[config.mk]
export PLATFORM = sky130hd
export DESIGN_NAME = cipher_stream_ctrl
export DESIGN_NICKNAME = d
export VERILOG_FILES = /design/src/rtl/cipher_pkg.sv /design/src/rtl/char_cipher_core.sv /design/src/rtl/cipher_stream_ctrl.sv
export SDC_FILE = /design/constraint.sdc
export NUM_CORES = 1
export LEC_CHECK = 0
export BUFFER_PORTS_ARGS = -buffer_cell sky130_fd_sc_hd__buf_2
export CAP_MARGIN = 20
export CORE_MARGIN = 5
export CORE_UTILIZATION = 50
export CTS_CLUSTER_SIZE = 30
export DETAILED_ROUTE_END_ITERATION = 7
export PLACE_DENSITY = 0.77
export SLEW_MARGIN = 20
export SYNTH_ARGS = -nofsm -noshare
export SYNTH_HDL_FRONTEND = slang
export SYNTH_HIERARCHICAL = 1
export SYNTH_SLANG_ARGS = --single-unit
export TNS_END_PERCENT = 10
[constraint.sdc]
create_clock -name clk -period 2.6 [get_ports clk]
set_input_delay 0.52 -clock clk [delete_from_list [all_inputs] [get_ports clk]]
set_output_delay 0.52 -clock clk [all_outputs]
set_load 0.005 [all_outputs]
[src/rtl/cipher_pkg.sv]
// rtl/cipher_pkg.sv - shared constants and FSM state type for the cipher stream controller
// Purpose: mode encodings, modulus, character bounds and the controller state enum.
// Ports: none (package).
package cipher_pkg;

    localparam logic [1:0] MODE_ENC  = 2'b01;
    localparam logic [1:0] MODE_DEC  = 2'b10;
    localparam logic [7:0] P_MOD     = 8'd227;
    localparam logic [7:0] NULL_CHAR = 8'h00;
    localparam logic [7:0] LOWER_A   = 8'h61;
    localparam logic [7:0] LOWER_Z   = 8'h7A;

    typedef enum logic [1:0] {
        ST_IDLE  = 2'd0,
        ST_RUN   = 2'd1,
        ST_FLUSH = 2'd2,
        ST_ERR   = 2'd3
    } state_e;

endpackage

[src/rtl/char_cipher_core.sv]
// rtl/char_cipher_core.sv - combinational mod-227 encrypt/decrypt of one character
// Purpose: computes the ciphered character and flags whether it is legal for the mode.
// Ports:
//   mode_i       [1:0] MODE_ENC / MODE_DEC, anything else yields valid_char_o = 0
//   char_i       [7:0] input character
//   key_i        [7:0] key, assumed < P_MOD
//   result_o     [7:0] processed character
//   valid_char_o       character is legal for the selected mode
module char_cipher_core
    import cipher_pkg::*;
(
    input  logic [1:0] mode_i,
    input  logic [7:0] char_i,
    input  logic [7:0] key_i,
    output logic [7:0] result_o,
    output logic       valid_char_o
);

    logic [8:0] sum9;

    // Results always land below 227, so 8-bit wrap-around arithmetic is exact
    // once the correct branch is chosen; only the encrypt compare needs 9 bits.
    assign sum9 = {1'b0, char_i} + {1'b0, key_i};

    always_comb begin
        result_o     = char_i;
        valid_char_o = 1'b0;
        case (mode_i)
            MODE_ENC: begin
                valid_char_o = (char_i >= LOWER_A) && (char_i <= LOWER_Z);
                if (sum9 >= {1'b0, P_MOD}) begin
                    result_o = char_i + key_i - P_MOD;
                end else begin
                    result_o = char_i + key_i;
                end
            end
            MODE_DEC: begin
                valid_char_o = (char_i < P_MOD);
                if (char_i >= key_i) begin
                    result_o = char_i - key_i;
                end else begin
                    result_o = char_i + P_MOD - key_i;
                end
            end
            default: begin
                result_o     = char_i;
                valid_char_o = 1'b0;
            end
        endcase
    end

endmodule

[src/rtl/cipher_stream_ctrl.sv]
// rtl/cipher_stream_ctrl.sv - streaming mod-227 cipher controller with one-entry output register
// Purpose: accepts a null-terminated character stream, encrypts or decrypts each
// character, and reports busy/done/err status and the output character count.
// Build option: CIPHER_CTRL_SKIP_INVALID_EN drops invalid characters and keeps
// running instead of aborting the message.
// Ports:
//   clk, rst_n                      clock, asynchronous active-low reset
//   start, mode[1:0], key[7:0]      message start pulse with mode/key sampled on it
//   in_valid, in_ready, in_char     input character handshake
//   out_valid, out_ready, out_char  output character handshake
//   busy, done, err                 status; done/err are single-cycle pulses
//   char_count[7:0]                 non-terminator characters output this message
module cipher_stream_ctrl
    import cipher_pkg::*;
(
    input  logic       clk,
    input  logic       rst_n,
    input  logic       start,
    input  logic [1:0] mode,
    input  logic [7:0] key,
    input  logic       in_valid,
    output logic       in_ready,
    input  logic [7:0] in_char,
    output logic       out_valid,
    input  logic       out_ready,
    output logic [7:0] out_char,
    output logic       busy,
    output logic       done,
    output logic       err,
    output logic [7:0] char_count
);

    state_e     state_q, state_d;
    logic [1:0] mode_q, mode_d;
    logic [7:0] key_q, key_d;
    logic       out_valid_q, out_valid_d;
    logic [7:0] out_char_q, out_char_d;
    logic [7:0] count_q, count_d;
    logic       done_q, done_d;
    logic       err_q, err_d;

    logic       accept;
    logic       consume;
    logic       start_legal;
    logic       overflow;
    logic [7:0] core_result;
    logic       core_valid;

    char_cipher_core u_core (
        .mode_i       (mode_q),
        .char_i       (in_char),
        .key_i        (key_q),
        .result_o     (core_result),
        .valid_char_o (core_valid)
    );

    assign accept      = in_valid && in_ready;
    assign consume     = out_valid_q && out_ready;
    assign start_legal = ((mode == MODE_ENC) || (mode == MODE_DEC)) && (key < P_MOD);
    // In RUN the output register only ever holds a non-terminator, so counted
    // plus pending characters is count_q + out_valid_q; one more must not pass 255.
    assign overflow    = ({1'b0, count_q} + {8'd0, out_valid_q}) >= 9'd255;

    always_ff @(posedge clk or negedge rst_n) begin
        if (!rst_n) begin
            state_q <= ST_IDLE;
        end else begin
            state_q <= state_d;
        end
    end

    always_ff @(posedge clk or negedge rst_n) begin
        if (!rst_n) begin
            mode_q      <= 2'b00;
            key_q       <= 8'h00;
            out_valid_q <= 1'b0;
            out_char_q  <= 8'h00;
            count_q     <= 8'h00;
            done_q      <= 1'b0;
            err_q       <= 1'b0;
        end else begin
            mode_q      <= mode_d;
            key_q       <= key_d;
            out_valid_q <= out_valid_d;
            out_char_q  <= out_char_d;
            count_q     <= count_d;
            done_q      <= done_d;
            err_q       <= err_d;
        end
    end

    always_comb begin
        state_d     = state_q;
        mode_d      = mode_q;
        key_d       = key_q;
        out_valid_d = out_valid_q;
        out_char_d  = out_char_q;
        count_d     = count_q;
        done_d      = 1'b0;
        err_d       = 1'b0;

        if (consume) begin
            out_valid_d = 1'b0;
            if (state_q == ST_RUN) begin
                count_d = count_q + 8'd1;
            end
        end

        case (state_q)
            ST_IDLE: begin
                if (start) begin
                    if (start_legal) begin
                        state_d = ST_RUN;
                        mode_d  = mode;
                        key_d   = key;
                        count_d = 8'h00;
                    end else begin
                        err_d = 1'b1;
                    end
                end
            end
            ST_RUN: begin
                if (accept) begin
                    if (in_char == NULL_CHAR) begin
                        out_valid_d = 1'b1;
                        out_char_d  = NULL_CHAR;
                        state_d     = ST_FLUSH;
                    end else if (overflow) begin
                        err_d       = 1'b1;
                        out_valid_d = 1'b0;
                        state_d     = ST_ERR;
                    end else if (!core_valid) begin
                        err_d = 1'b1;
`ifdef CIPHER_CTRL_SKIP_INVALID_EN
                        // Dropped: the output register keeps whatever the consume above left.
`else
                        out_valid_d = 1'b0;
                        state_d     = ST_ERR;
`endif
                    end else begin
                        out_valid_d = 1'b1;
                        out_char_d  = core_result;
                    end
                end
            end
            ST_FLUSH: begin
                if (consume) begin
                    done_d  = 1'b1;
                    state_d = ST_IDLE;
                end
            end
            ST_ERR: begin
                out_valid_d = 1'b0;
                state_d     = ST_IDLE;
            end
            default: begin
                state_d = ST_IDLE;
            end
        endcase
    end

    always_comb begin
        in_ready   = (state_q == ST_RUN) && (!out_valid_q || out_ready);
        busy       = (state_q != ST_IDLE);
        out_valid  = out_valid_q;
        out_char   = out_char_q;
        done       = done_q;
        err        = err_q;
        char_count = count_q;
    end

endmodule

==> flow_metrics.py, run 1 <==
metrics = {
    "die": {
        "start_util_pct": 50.87,
        "dieWidth_um": 89.92,
        "die-area_mm2": 0.008085,
        "rows": 29,
        "ioPinCount": 44,
        "fp.dieH_um": 89.92,
        "core_mm2": 0.006277,
    },
    "setup_path": {
        "start_kind": "register",
        "worst_setup_path_end_kind": "register",
        "path_class": "register to register",
        "crit_start": "key_q[0]$_DFFE_PN0P_",
        "worst_ep_arrival_time_ns": 2.94,
        "worstPathRequired_ns": 2.77,
        "cp_max_fo": 4,
        "rr_startpoint": "key_q[0]$_DFFE_PN0P_",
    },
    "grt": {
        "overflow": 0,
        "grt.met3_usage_pct": 3.255,
        "antenna_found_initial": 0,
        "grt_pass1_wl_mm": 15.44,
        "grt_use_met1_pct": 29.16,
        "grt_pass1_vias": 3259,
        "grtUsageTotal_pct": 22.73,
        "use_met2_pct": 39.21,
        "grt_max_degree": 32,
        "top_usage_layer": "met2",
    },
    "yosys": {
        "synth_edf_count": 0,
        "syn_nets": 427,
        "ys.flop_type": "dfrtp_1",
        "ys_seq_area_share_pct": 24.29,
        "ys_async_sr_fraction_pct": 100.0,
        "synth_common_cells": "nand2_1 (44), ha_1 (32), inv_1 (32)",
        "syn_area_mm2": 0.003193,
        "avgSynthCellArea_um2": 8.700,
        "synthCells": 367,
        "synthTopCellsByArea": "dfrtp_1 (24%), ha_1 (13%), nand2_1 (5.2%), xnor2_1 (4.1%), inv_1 (3.8%)",
        "synth_seq_cells": 31,
        "synth_cell_types": 72,
        "synth.most_common_cell": "nand2_1",
        "synth_top_area_share_pct": 24.29,
        "yosys_warnings": 6,
        "yosys.area.top_type": "dfrtp_1",
    },
    "timing": {
        "maxSlewViolCount": 0,
        "rsz0062_at_grt": "true",
        "hold_ws_ns": 0.2893,
        "setup_slack_ns": -0.1688,
        "slew_headroom_pct": 52.50,
        "finalHoldViolCount": 0,
        "tightestPinTransition_ns": 0.7125,
        "setup-violations-final": 8,
        "min_period_over_period_pct": 106.5,
        "min_period_ns": 2.769,
        "fin_worst_skew_ns": 0.002315,
        "fmax_mhz": 361.2,
    },
    "outcome": {
        "outcome": "complete, but fails checks",
        "violations": "negative setup slack",
    },
    "routing": {
        "final_antenna_net_count": 0,
        "first_iter_violations": 190,
        "first_pass_iters": 5,
        "drt-total-wl_mm": 9.492,
        "via_per_inst": 5.995,
        "wl_per_cell_um": 17.26,
        "drt_drc_violations_left": 0,
        "vias": 3297,
    },
    "cells_and_area": {
        "drive_gt1_share_pct": 36.58,
        "nets": 532,
        "area_growth_syn_to_layout_pct": 35.03,
        "n_antenna_cell": 0,
        "layout.cells.non_filler": 550,
    },
    "clock_tree": {
        "htree_levels": 2,
        "cts.sinks": 31,
        "cts_buffers": 5,
        "hold_buffers": 0,
        "clk_latency_ns": 0.28,
        "cts_tree": "yes",
        "cts-root-buf": "clkbuf_8",
        "clockBufferDepth": 2,
        "cts.clk_slew.worst_paths_ns": 0.07,
    },
    "placement": {
        "gp_congestion": 0.9617,
        "placedCellCount": 540,
        "portBuffers": 43,
        "dp_hpwl_mm": 7.200,
    },
    "pwr": {
        "power_w": 0.005550,
        "ir_drop_uv": 811.2,
        "p_per_area_mw_per_mm2": 1287,
        "p_leak_nw": 2.038,
    },
    "run": {
        "max_cap_violations": 0,
    },
    "hold_path": {
        "hp-class": "primary input to async pin",
    },
}
-- layout by cell type, fill, tap and decap left out, types with 5 or more instances in the layout --
cell type / count
ha_4: 8
o21ai_0: 9
ha_1: 22
nor2b_1: 6
mux2i_1: 8
clkbuf_8: 5
a21oi_1: 19
inv_2: 6
xor2_1: 7
buf_4: 66
buf_2: 42
inv_1: 27
nor2_1: 18
nand3_1: 10
nand2_1: 44
a32o_1: 10
xnor2_1: 13
a21o_1: 7
nor3b_1: 6
o21ai_1: 5
nand4_1: 5
dfrtp_1: 28
-- timing repair --
action                                 in CTS  in global routing
setup buffers                               1                  1
setup endpoints to repair                   8                  8
endpoints found under the hold margin       0                  0
gates resized for setup                    24                 21
pin swaps                                  13                  9
-- routing by layer --
metal | share of wire, % | vias to the layer above
met3 | 6.6 | 32
met4 | 2.9 | 0
met1 | 41 | 1572
met5 | 0 | -
met2 | 49 | 153
li1 | - | 1540
-- worst max-delay path: stages, from the launching register on --
cell and delay (ns):
dfrtp_2 0.43, ha_4 0.18, inv_2 0.04, fa_2 0.39, xor2_2 0.29, buf_4 0.19
a21oi_4 0.04, nand4b_1 0.18, buf_4 0.15, buf_4 0.09, a21o_1 0.09, a31oi_1 0.08
a221o_1 0.28, a32o_1 0.21
-- stage by stage --
| stage | setup slack, ns | instance area (um^2) | TNS [ns] | utilization [%] |
|---|---|---|---|---|
| after floorplan | -0.1517 | 3284 | -0.8243 | - |
| after global placement | -0.4265 | 3995 | -2.989 | 63.64 |
| after detailed placement | -0.4744 | 3995 | -3.530 | 63.64 |
| after CTS | -0.1593 | 4198 | -1.104 | 66.87 |
| after global routing | -0.2756 | 4312 | -1.732 | 68.69 |
| final | -0.1688 | 4312 | -0.8925 | 68.69 |
-- cell type report --
cell class	instances	area [um^2]
Clock buffer	6	72.57
Clock inverter	2	12.51
Fill cell	489	1966
Inverter	33	123.9
Multi-Input combinational cell	291	2499
Sequential cell	31	779.5
Tap cell	77	96.34
Timing Repair Buffer	110	728.2
-- power breakdown --
part	total (W)	switching (W)	internal [W]	leakage (nW)
sequential	0.000794	0.000161	0.000633	0.405
clock	0.000377	0.000190	0.000187	0.0412
combinational	0.00438	0.00224	0.00214	1.59
-- flip-flops by register name, indices dropped and copies added, names as in the netlist --
register and cells:
state_q 2, key_q 8, done 1, err 1, mode_q 2, out_valid 1, out_char 8, char_count 8
-- worst paths after layout --
check                      slack [ns]  depth (start not counted)                       to
max                             -0.17                         13  out_char[6]$_DFFE_PN0P_
min                              0.29                          1  char_count[3]$_DFF_PN0_
max reg2reg                     -0.17                         13  out_char[6]$_DFFE_PN0P_
min reg2reg                      0.52                          2    mode_q[1]$_DFFE_PN0P_
max in group asynchronous        1.81                          1     key_q[0]$_DFFE_PN0P_
min in group clk                 0.44                          3     key_q[0]$_DFFE_PN0P_
-- cells by family after synthesis --
| group | count (synthesis) | share of synthesized area [%] |
|---|---|---|
| buf+inv | 45 | 6.544 |
| compound gates | 97 | 22.96 |
| flops | 31 | 24.29 |
| xor+xnor | 23 | 6.309 |
| mux | 10 | 3.174 |
| simple gates | 124 | 21.04 |
| fa+ha+maj | 37 | 15.67 |
Power figures use the tool's default switching activity.
==> run 2, diff against run 1 <==
--- a/config.mk
+++ b/config.mk
@@ -7,11 +7,12 @@
 export LEC_CHECK = 0
 export BUFFER_PORTS_ARGS = -buffer_cell sky130_fd_sc_hd__buf_2
 export CAP_MARGIN = 20
+export CORE_ASPECT_RATIO = 0.8
 export CORE_MARGIN = 5
-export CORE_UTILIZATION = 50
+export CORE_UTILIZATION = 53
 export CTS_CLUSTER_SIZE = 30
 export DETAILED_ROUTE_END_ITERATION = 7
-export PLACE_DENSITY = 0.77
+export PLACE_DENSITY = 0.8
 export SLEW_MARGIN = 20
 export SYNTH_ARGS = -nofsm -noshare
 export SYNTH_HDL_FRONTEND = slang
==> run 2 against run 1 <==
- the flow still finishes with violations (negative setup slack)
- die area shrank 4.9%
- flip-flop and latch count unchanged
- final cell count increased by 3.8%
- power grew 0.95%
- maximum frequency fell by 2.1%
- utilization rose by 5.6 points
- global-route usage increased by 3.8 points
- clock skew rose by 0.0067 ns
- critical path depth is 3 lower
- register-to-register slack got worse by 0.06 ns
- routed wire length grew 5.6%
- critical endpoint unchanged
- largest power group unchanged
==> flow_metrics.py, run 2 (synthesized netlist as in run 1, its figures left out) <==
metrics = {
    "pwr": {
        "power_w": 0.005603,
        "ir_drop_uv": 587.9,
        "p_per_area_mw_per_mm2": 1282,
        "p_leak_nw": 2.131,
    },
    "routing": {
        "drt_drc_violations_left": 0,
        "first_iter_violations": 301,
        "wl_per_cell_um": 17.55,
        "via_per_inst": 5.956,
        "first_pass_iters": 5,
        "vias": 3401,
        "final_antenna_net_count": 0,
        "drt-total-wl_mm": 10.02,
    },
    "cells_and_area": {
        "area_growth_syn_to_layout_pct": 36.83,
        "nets": 549,
        "final_util_pct": 74.30,
        "final_cell_mix": "buf_4 (82), nand2_1 (44), buf_2 (43)",
        "layout.cells.non_filler": 571,
        "n_antenna_cell": 0,
        "drive_gt1_share_pct": 36.53,
        "fillCellCount": 451,
        "final_common_cell": "buf_4",
    },
    "timing": {
        "fin_worst_skew_ns": 0.009040,
        "setup_slack_ns": -0.2296,
        "min_period_over_period_pct": 108.8,
        "min_period_ns": 2.830,
        "hold_ws_ns": 0.2602,
        "setup-violations-final": 8,
        "tightestPinTransition_ns": 0.6751,
        "slew_headroom_pct": 54.99,
        "finalHoldViolCount": 0,
        "fmax_mhz": 353.4,
        "rsz0062_at_grt": "true",
        "maxSlewViolCount": 0,
    },
    "setup_path": {
        "worstPathRequired_ns": 2.83,
        "cp_max_fo": 4,
        "rr_startpoint": "key_q[2]$_DFFE_PN0P_",
        "cpMostUsedCell": "a32o_1",
        "path_class": "register to register",
        "worstPathCellList": "ha_2 -> nor2b_4 -> a2111oi_4 -> buf_4 -> or3_4 -> a32o_1 -> or4b_1 -> a31oi_1 -> a221o_1 -> a32o_1",
        "critPathTopFamily": "simple AND/OR/NAND/NOR gates",
        "crit_start": "key_q[2]$_DFFE_PN0P_",
        "worst_setup_path_end_kind": "register",
        "cp.depth": 10,
        "reg2regPathDepth": 10,
        "crit_slowest_cell": "or4b_1",
        "slowest_delay_ns": 0.48,
        "start_kind": "register",
        "critPathBufInv": 1,
        "worst_ep_arrival_time_ns": 3.06,
    },
    "clock_tree": {
        "cts.sinks": 31,
        "hold_buffers": 0,
        "cts-root-buf": "clkbuf_8",
        "clk_latency_ns": 0.30,
        "clockBufferDepth": 2,
        "cts_buffers": 5,
        "cts.clk_slew.worst_paths_ns": 0.07,
        "cts_tree": "yes",
        "htree_levels": 2,
    },
    "placement": {
        "placedCellCount": 558,
        "portBuffers": 43,
        "dp_hpwl_mm": 7.531,
        "gp_congestion": 1.004,
        "pre_cts_ws_ns": -0.4871,
    },
    "die": {
        "start_util_pct": 54.30,
        "fp.dieH_um": 79.43,
        "core_mm2": 0.005881,
        "ioPinCount": 44,
        "die-area_mm2": 0.007687,
        "dieWidth_um": 96.78,
        "rows": 25,
    },
    "grt": {
        "antenna_found_initial": 0,
        "grt_pass1_vias": 3368,
        "grt_max_degree": 32,
        "grt_pass1_wl_mm": 16.53,
        "overflow": 0,
        "grtUsageTotal_pct": 26.53,
    },
    "hold_path": {
        "hp-class": "primary input to async pin",
    },
    "run": {
        "max_cap_violations": 0,
    },
    "outcome": {
        "outcome": "complete, but fails checks",
        "violations": "negative setup slack",
    },
}
-- run 2: area by class of cell --
cell class / count / area [um^2] / area share (%)
Tap cell: 81 / 101.3 / 2.320
Clock buffer: 5 / 68.82 / 1.575
Inverter: 33 / 123.9 / 2.835
Clock inverter: 3 / 43.79 / 1.002
Sequential cell: 31 / 775.7 / 17.75
Timing Repair Buffer: 127 / 853.3 / 19.53
Multi-Input combinational cell: 291 / 2402 / 54.98
-- run 2: power breakdown --
part	internal [W]	total (W)	switching (W)	leakage, nW
registers	0.000628	0.000778	0.000150	0.409
clock network	0.000285	0.000484	0.000199	0.0581
logic	0.00212	0.00434	0.00222	1.66
total	0.00304	0.00560	0.00257	2.13
-- run 2: worst paths after layout --
path / to / slack (ns)
setup / recovery: out_char[6]$_DFFE_PN0P_ / -0.23
hold / removal: out_char[5]$_DFFE_PN0P_ / 0.26
setup reg to reg: out_char[6]$_DFFE_PN0P_ / -0.23
hold reg to reg: mode_q[1]$_DFFE_PN0P_ / 0.51
max in group asynchronous: key_q[7]$_DFFE_PN0P_ / 1.90
min in group clk: key_q[2]$_DFFE_PN0P_ / 0.43
-- run 2: timing repair --
action                                  CTS  global route
resized for setup                        17             8
setup buffers                             5             0
endpoints found under the setup margin    8             8
pin swaps                                23             8
hold endpoints to repair                  0             0
-- run 2: per-stage QoR --
| stage | TNS (ns) | cell area (um^2) |
|---|---|---|
| after CTS | -1.150 | 4335 |
| after floorplan | -0.8243 | 3284 |
| after global routing | -2.188 | 4369 |
| after detailed placement | -3.588 | 4105 |
| final | -1.251 | 4369 |
| after global placement | -2.896 | 4105 |
-- run 2: worst reg2reg max path, delay by kind of cell, from the launching register on --
kind	cells	cell delay (ns)
buffers and inverters	1	0.16
DFF	1	0.43
AOI/OAI and AO/OA	5	0.75
adders and majority gates	1	0.41
and+or+nand+nor	3	1.03
-- run 2: routing by layer --
metal  share of wire (%)  vias up  GRT usage, %
li1                    -     1572             -
met1                  43     1641         34.88
met2                  48      165         45.11
met3                 6.4       23         3.057
met4                 2.3        0         10.24
met5                   0        -             0
==> run 3, diff against run 2 <==
--- a/config.mk
+++ b/config.mk
@@ -6,13 +6,14 @@
 export NUM_CORES = 1
 export LEC_CHECK = 0
 export BUFFER_PORTS_ARGS = -buffer_cell sky130_fd_sc_hd__buf_2
-export CAP_MARGIN = 20
+export CAP_MARGIN = 15
 export CORE_ASPECT_RATIO = 0.8
 export CORE_MARGIN = 5
-export CORE_UTILIZATION = 53
+export CORE_UTILIZATION = 55
+export CTS_BUF_LIST = sky130_fd_sc_hd__clkbuf_4 sky130_fd_sc_hd__clkbuf_8
 export CTS_CLUSTER_SIZE = 30
 export DETAILED_ROUTE_END_ITERATION = 7
-export PLACE_DENSITY = 0.8
+export PLACE_DENSITY = 0.83
 export SLEW_MARGIN = 20
 export SYNTH_ARGS = -nofsm -noshare
 export SYNTH_HDL_FRONTEND = slang
==> run 3 against run 2 <==
- the run still ends with negative setup slack left
- non-clock buffer count is 3 lower
- register-to-register slack got worse by 0.05 ns
- critical path depth is 2 higher
- cell area down 1.2%
- clock skew barely moved
- routed wire length shrank 0.12%
- count of clock-buffer cells in the layout stayed put
- power grew 0.64%
==> flow_metrics.py, run 3 (synthesized netlist as in run 1, its figures left out) <==
metrics = {
    "grt": {
        "grt_pass1_vias": 3353,
        "grt_pass1_wl_mm": 15.88,
        "overflow": 0,
        "antenna_found_initial": 0,
        "grt_max_degree": 32,
        "grtUsageTotal_pct": 26.63,
    },
    "clock_tree": {
        "cts.clk_slew.worst_paths_ns": 0.07,
        "cts_buffers": 5,
        "cts-root-buf": "clkbuf_8",
        "clockBufferDepth": 2,
        "hold_buffers": 0,
        "cts.sinks": 31,
        "clk_latency_ns": 0.29,
        "htree_levels": 2,
        "cts_tree": "yes",
    },
    "cells_and_area": {
        "n_antenna_cell": 0,
        "drive_gt1_share_pct": 35.93,
        "final_common_cell": "buf_4",
        "area_growth_syn_to_layout_pct": 35.19,
        "final_util_pct": 77.70,
        "final_cell_mix": "buf_4 (81), nand2_1 (44), buf_2 (43)",
        "nets": 546,
    },
    "pwr": {
        "p_leak_nw": 2.105,
        "power_frac_seq_pct": 13.8,
        "p_comb_share_pct": 77.6,
        "ir_drop_uv": 694.6,
        "p_clk_share_pct": 8.6,
        "switching_power_w": 0.002584,
        "p_int_w": 0.003055,
        "p_per_area_mw_per_mm2": 1306,
        "swShare_pct": 45.82,
    },
    "timing": {
        "rsz0062_at_grt": "true",
        "slew_headroom_pct": 53.69,
        "finalHoldViolCount": 0,
        "min_period_ns": 2.878,
        "hold_ws_ns": 0.2712,
        "min_period_over_period_pct": 110.7,
        "setup_slack_ns": -0.2783,
        "maxSlewViolCount": 0,
        "fmax_mhz": 347.4,
        "tightestPinTransition_ns": 0.6946,
        "setup-violations-final": 8,
        "fin_worst_skew_ns": 0.009415,
    },
    "setup_path": {
        "path_class": "register to register",
        "worstPathRequired_ns": 2.77,
        "start_kind": "register",
        "worst_ep_arrival_time_ns": 3.05,
        "cp_max_fo": 3,
        "worst_setup_path_end_kind": "register",
    },
    "routing": {
        "final_antenna_net_count": 0,
        "drt-total-wl_mm": 10.01,
        "via_per_inst": 6.058,
        "vias": 3423,
        "first_iter_violations": 350,
        "wl_per_cell_um": 17.71,
        "drt_drc_violations_left": 0,
        "first_pass_iters": 5,
    },
    "die": {
        "ioPinCount": 44,
        "rows": 24,
        "dieWidth_um": 95.19,
        "fp.dieH_um": 78.15,
        "core_mm2": 0.005555,
        "die-area_mm2": 0.007439,
        "start_util_pct": 57.48,
    },
    "run": {
        "max_cap_violations": 0,
    },
    "placement": {
        "portBuffers": 43,
        "dp_hpwl_mm": 7.718,
        "gp_congestion": 0.9313,
    },
    "hold_path": {
        "hp-class": "primary input to async pin",
    },
    "outcome": {
        "violations": "negative setup slack",
        "outcome": "complete, but fails checks",
    },
}
==> run 3: cell count changes in the layout (fill, tap and decap cells not counted), sizes merged <==
cell | previous run | this run
buf | 127 | 124
==> run 3: cell type report <==
class / instances / area, um^2
clock buffers: 5 / 68.82
clock inverters: 3 / 43.79
fillers: 364 / 1239
inverters: 33 / 123.9
multi-input cells: 291 / 2382
flip-flops and latches: 31 / 777.0
well taps: 78 / 97.59
repair buffers: 124 / 823.3
==> run 3: final timing paths <==
kind / depth (start not counted) / to / slack, ns / startpoint
setup / recovery: 12 / out_char[0]$_DFFE_PN0P_ / -0.28 / key_q[1]$_DFFE_PN0P_
hold / removal: 1 / out_char[5]$_DFFE_PN0P_ / 0.27 / rst_n
setup reg to reg: 12 / out_char[0]$_DFFE_PN0P_ / -0.28 / key_q[1]$_DFFE_PN0P_
hold reg to reg: 2 / mode_q[0]$_DFFE_PN0P_ / 0.52 / mode_q[0]$_DFFE_PN0P_
max in group asynchronous: 1 / key_q[2]$_DFFE_PN0P_ / 1.83 / rst_n
min in group clk: 3 / key_q[2]$_DFFE_PN0P_ / 0.44 / key[2]
==> run 3: power by group through the flow <==
stage | Clock [W] | Sequential (W) | Combinational, W
final | 0.000485 | 0.000779 | 0.00437
after global routing | 0.000517 | 0.000801 | 0.00464
after CTS | 0.000485 | 0.000772 | 0.00417
after detailed placement | 0 | 0.000778 | 0.00398
after global placement | 0 | 0.000766 | 0.00385
after floorplan | 0 | 0.000739 | 0.00247
==> run 3: per-stage QoR <==
stage | instance area, um^2 | std cells | power, W | setup TNS, ns | worst slack (ns)
2_1_floorplan | 3284 | 367 | 0.003213 | -0.8243 | -0.1517
3_3_place_gp | 4101 | 555 | 0.004613 | -2.727 | -0.4367
3_5_place_dp | 4101 | 555 | 0.004756 | -3.326 | -0.4703
4_1_cts | 4294 | 565 | 0.005423 | -0.8747 | -0.1999
5_1_grt | 4317 | 565 | 0.005955 | -2.127 | -0.3733
6_report | 4317 | 565 | 0.005639 | -1.374 | -0.2783
==> run 3: critical path: stages (launching register included) <==
cell and delay, ns:
dfrtp_1 0.39, inv_2 0.09, ha_4 0.21, nand2b_4 0.15
a2111oi_4 0.43, buf_4 0.20, o21ai_4 0.06, buf_4 0.14
a21boi_4 0.19, a31oi_2 0.18, a221oi_2 0.32, o31ai_1 0.13
a32o_1 0.26
==> run 3: timing repair <==
action                     CTS  global route
resized for setup           16             6
hold endpoints to repair     0             0
buffers inserted             2             0
setup endpoints to repair    8             8
pin swaps                   11             6
==> run 3: layer usage <==
layer / GRT usage [%] / vias to the layer above / wire length (um)
met5: 0 / - / 0
met4: 8.213 / 0 / 333
met3: 3.920 / 43 / 814
met2: 44.44 / 219 / 4685
met1: 35.53 / 1598 / 4175
li1: - / 1563 / -
